## src/rtl/mult_arbiter.sv

```systemverilog
// Two-requester arbiter in front of a shared 4x4 multiplier datapath, with a WAIT timeout.
// Define ARB_ROUND_ROBIN_EN for round-robin arbitration; fixed priority (req0 wins) otherwise.
module mult_arbiter #(
  parameter int unsigned TIMEOUT = 32
) (
  input  logic       sys_clk,
  input  logic       sys_rst,
  input  logic       req0,
  input  logic       req1,
  input  logic [3:0] a0,
  input  logic [3:0] b0,
  input  logic [3:0] a1,
  input  logic [3:0] b1,
  output logic       gnt0,
  output logic       gnt1,
  output logic       done0,
  output logic       done1,
  output logic       err,
  output logic [7:0] res,
  output logic       dp_start,
  output logic [3:0] dp_a,
  output logic [3:0] dp_b,
  input  logic       dp_flag,
  input  logic [7:0] dp_product,
  output logic       busy
);

  typedef enum logic [1:0] {S_IDLE, S_ISSUE, S_WAIT, S_DONE} state_t;

  localparam logic [7:0] LP_LAST_CNT = 8'(TIMEOUT - 1);

  state_t     r_state;
  state_t     w_next_state;
  logic [3:0] r_dp_a;
  logic [3:0] r_dp_b;
  logic [7:0] r_res;
  logic [7:0] r_cnt;
  logic       r_err_flag;
  logic       r_owner;
  logic       w_grant;
  logic       w_pick1;
  logic       w_timeout;

  // Gated by sys_rst so no grant pulse escapes while reset is held.
  assign w_grant   = (r_state == S_IDLE) && (req0 || req1) && !sys_rst;
  assign w_timeout = !dp_flag && (r_cnt == LP_LAST_CNT);

`ifdef ARB_ROUND_ROBIN_EN
  logic r_last1;

  // On contention the requester that was not served last wins.
  assign w_pick1 = req1 && (!req0 || !r_last1);

  always_ff @(posedge sys_clk or posedge sys_rst) begin
    if (sys_rst)      r_last1 <= 1'b1;
    else if (w_grant) r_last1 <= w_pick1;
  end
`else
  assign w_pick1 = req1 && !req0;
`endif

  always_ff @(posedge sys_clk or posedge sys_rst) begin
    if (sys_rst) r_state <= S_IDLE;
    else         r_state <= w_next_state;
  end

  always_comb begin
    // NOTE: default first so every path assigns w_next_state and no latch is inferred.
    w_next_state = r_state;
    case (r_state)
      S_IDLE:  if (w_grant) w_next_state = S_ISSUE;
      S_ISSUE: w_next_state = S_WAIT;
      S_WAIT:  if (dp_flag || w_timeout) w_next_state = S_DONE;
      S_DONE:  w_next_state = S_IDLE;
      default: w_next_state = S_IDLE;
    endcase
  end

  always_ff @(posedge sys_clk or posedge sys_rst) begin
    // NOTE: non-blocking assignments so every register samples pre-edge values.
    if (sys_rst) begin
      r_dp_a     <= '0;
      r_dp_b     <= '0;
      r_res      <= '0;
      r_cnt      <= '0;
      r_err_flag <= 1'b0;
      r_owner    <= 1'b0;
    end else begin
      case (r_state)
        S_IDLE: if (w_grant) begin
          r_dp_a  <= w_pick1 ? a1 : a0;
          r_dp_b  <= w_pick1 ? b1 : b0;
          r_owner <= w_pick1;
        end
        S_ISSUE: r_cnt <= '0;
        S_WAIT: begin
          if (dp_flag) begin
            r_res <= dp_product;
          end else if (w_timeout) begin
            r_res      <= '0;
            r_err_flag <= 1'b1;
          end else begin
            r_cnt <= r_cnt + 8'd1;
          end
        end
        S_DONE:  r_err_flag <= 1'b0;
        default: ;
      endcase
    end
  end

  always_comb begin
    gnt0     = w_grant && !w_pick1;
    gnt1     = w_grant && w_pick1;
    dp_start = (r_state == S_ISSUE);
    done0    = (r_state == S_DONE) && !r_owner;
    done1    = (r_state == S_DONE) && r_owner;
    err      = (r_state == S_DONE) && r_err_flag;
    busy     = (r_state != S_IDLE);
  end

  assign dp_a = r_dp_a;
  assign dp_b = r_dp_b;
  assign res  = r_res;

endmodule
```

## config.mk

```make
export PLATFORM = sky130hd
export DESIGN_NAME = mult_arbiter
export DESIGN_NICKNAME = d
export VERILOG_FILES = /design/src/rtl/mult_arbiter.sv
export SDC_FILE = /design/constraint.sdc
export NUM_CORES = 1
export LEC_CHECK = 0
export CAP_MARGIN = 20
export CORE_ASPECT_RATIO = 0.5
export CORE_UTILIZATION = 48
export DETAILED_ROUTE_END_ITERATION = 10
export HOLD_SLACK_MARGIN = 0.12
export PLACE_DENSITY = 0.95
export SYNTH_ARGS = -nofsm -noshare
export SYNTH_HDL_FRONTEND = slang
export SYNTH_SLANG_ARGS = --single-unit
```

## constraint.sdc

```tcl
create_clock -name sys_clk -period 4.4 [get_ports sys_clk]
set_clock_uncertainty 0.15 [all_clocks]
set_input_delay 0.44 -clock sys_clk [delete_from_list [all_inputs] [get_ports sys_clk]]
set_output_delay 0.44 -clock sys_clk [all_outputs]
set_load 0.005 [all_outputs]
```

==> impl_metrics.tcl <==
set metrics [dict create \
    synthesis.nets 183 \
    r2r_start "r_state[0]" \
    critPathArrivalTime_ns 2.41 \
    htree_levels 1 \
    finalMaxSlewViolations 0 \
    yosysTopAreaCell "dfrtp_1" \
    routed_wl_mm 3.75 \
    ir_drop_mv 0.315 \
    finalCriticalPeriod_ns 3.00 \
    syn-instance-count 148 \
    worstMarginPinSlew_ns 0.600 \
    cp_cell_sequence "inv_1, ha_1, nor2b_1, nand2_1, clkinv_1, clkdlybuf4s50_1" \
    synth_area_mm2 0.00150 \
    clockBufferDepth 2 \
    r2r_end "r_cnt[5]" \
    fin_util_pct 74.9 \
    fin_nets 234 \
    min_to "res[2]" \
    place_congestion 0.817 \
    grt_antenna_before_repair 0 \
    dr.pass1.iters 4 \
    n_antenna_cell 0 \
    finalHoldViolCount 0 \
    synth_edf_count 0 \
    crit_slowest_cell "clkdlybuf4s50_1" \
    max_cap_viol_count 0 \
    finalSetupViolCount 0 \
    port_buffers 51 \
    rsz0062_at_grt "false" \
    tns_ns 0 \
    ys_ff_latch 28 \
    leakage_nw 0.848 \
    path_buf_inv 3 \
    rr_worst_depth 5 \
    start_util_pct 54.2 \
    postCtsSetupBuffers 0 \
    cts-buffers-inserted 3 \
    ys_warn_count 0 \
    pre_cts_slack_ns 1.58 \
    worst-setup-path-type "flip-flop to primary output" \
    whs_ns 0.366 \
    num_vias 1393 \
    dpl.hpwl_mm 2.73 \
    ys_types 42 \
    core-area_mm2 0.00277 \
    path_clk_slew_ns 0.09 \
    grt_max_degree 30 \
    drive_above_1_share_pct 6.09 \
    setup_slack_ns 1.40 \
    grt_pass1_wl_mm 6.21 \
    detail_route.iter0.violations 108 \
    vias_per_cell 5.95 \
    critPathMaxFanout 9 \
    outcome "finished clean" \
    post_cts_resized 0 \
    r2r_setup_slack_ns 2.35 \
    wire_per_inst_um 16.0 \
    dieArea_mm2 0.00336 \
    clk_latency_ns 0.27 \
    overflow 0 \
    ctsHoldBuffers 0 \
    gr-usage-all-layers_pct 24.7 \
    cts.sinks 28 \
    rows 13 \
    cp.required_ns 3.81 \
    min_period_over_period_pct 68.1 \
    worstHoldPathCells 1 \
    yosysSeqAreaShare_pct 46.7 \
    p_per_area_mw_per_mm2 563 \
    die_y_um 41.5 \
    ant_nets 0 \
    slew_headroom_pct 59.8 \
    cp_top_family "buffers and inverters" \
    remaining_drc_errors 0 \
    area_delta_synth_final_pct 38.1 \
    ios 52 \
    async_reset_ff_share_pct 100 \
    synthFlopType "dfrtp_1" \
    cts_tree "done" \
    synth_area_leaders "dfrtp_1 47%, a22o_1 5.3%, ha_1 5.0%, nor2b_1 4.6%, a22oi_1 4.0%" \
    grt_pass1_vias 1266 \
    post_dp_cell_area_mm2 0.00203 \
    min_path_type "flip-flop to flip-flop" \
    die_w_um 81.0 \
    end_kind "primary output" \
    worst_setup_path_start_kind "flip-flop" \
    slowest_delay_ns 0.53 \
    synth.avg_cell_area_um2 10.1 \
    synth_top_area_share_pct 46.7 \
    cts-root-buf "clkbuf_8" \
    design_area_mm2 0.00207 \
    clock.fmax_mhz 333 \
    hp-start "res[2]" \
]
through the flow:
step / instances / power, mW
2_1_floorplan: 148 / 0.762
4_1_cts: 234 / 1.17
6_report: 234 / 1.17
5_1_grt: 234 / 1.25
3_3_place_gp: 231 / 1.00
3_5_place_dp: 231 / 1.03
area by class of cell:
| class | instances | area [um^2] |
|---|---|---|
| inverters | 10 | 37.5 |
| flip-flops and latches | 28 | 701 |
| well taps | 37 | 46.3 |
| multi-input cells | 104 | 727 |
| fillers | 195 | 694 |
| repair buffers | 52 | 518 |
| clock buffers | 3 | 41.3 |
where the power goes:
part | internal (mW) | switching, mW
sequential | 0.358 | 0.0843
combinational | 0.334 | 0.250
clock | 0.0615 | 0.0772
metal layers:
| layer | GRT usage [%] | share of wire, % |
|---|---|---|
| met1 | 33.2 | 43 |
| met5 | 0 | 0 |
| met4 | 3.93 | 0.93 |
| met2 | 41.3 | 50 |
| met3 | 5.71 | 6.6 |
cell usage in the layout (no fill, tap or decap), types with 2 or more instances in the layout:
cell type	synthesis	layout
clkdlybuf4s50_1	0	51
dfrtp_1	28	28
o21ai_0	11	11
nor2b_1	11	11
inv_1	9	9
a22o_1	9	9
a31oi_1	9	9
a22oi_1	8	8
nand2_1	7	7
ha_1	6	6
nor2_1	4	4
a21oi_1	3	3
nand2b_1	3	3
nand3_1	3	3
and2_1	3	3
clkbuf_8	0	3
nor3_1	2	2
a21o_1	2	2
or3_1	2	2
or4_1	2	2
logic make-up after synthesis:
group / synth area share [%]
DFF: 46.7
adders and majority gates: 5.01
and+or+nand+nor: 16.5
AOI/OAI and AO/OA: 25.5
buffers and inverters: 4.76
muxes: 1.42
cell usage after synthesis (2+ instances only):
| cell | n |
|---|---|
| dfrtp_1 | 28 |
| nor2b_1 | 11 |
| o21ai_0 | 11 |
| a22o_1 | 9 |
| a31oi_1 | 9 |
| inv_1 | 9 |
| a22oi_1 | 8 |
| nand2_1 | 7 |
| ha_1 | 6 |
| nor2_1 | 4 |
| a21oi_1 | 3 |
| and2_1 | 3 |
| clkbuf_1 | 3 |
| nand2b_1 | 3 |
| nand3_1 | 3 |
| a21o_1 | 2 |
| nor3_1 | 2 |
| or3_1 | 2 |
| or4_1 | 2 |
state kept, by name, summed over array words and instances (netlist names):
name / flops
dp_a: 4
res: 8
r_state: 2
r_owner: 1
r_err_flag: 1
dp_b: 4
r_cnt: 8
worst max path at each step:
| stage | from | endpoint | slack (ns) | cells past startpoint |
|---|---|---|---|---|
| 3_3_place_gp | sys_rst | gnt0 | 1.69 | 5 |
| 3_5_place_dp | sys_rst | gnt0 | 1.58 | 5 |
| 6_report | r_state[0] | gnt0 | 1.40 | 6 |
| 2_1_floorplan | sys_rst | gnt1 | 2.09 | 3 |
| 5_1_grt | r_state[1] | gnt0 | 1.20 | 6 |
| 4_1_cts | r_state[1] | gnt0 | 1.41 | 6 |
worst reg2reg max path: stages, from the launching register on:
cell and delay (ns):
dfrtp_1 0.40, inv_1 0.09, ha_1 0.48, nand2_1 0.24, or4_1 0.54, o211ai_2 0.07
(Power assumes the default switching activity.)
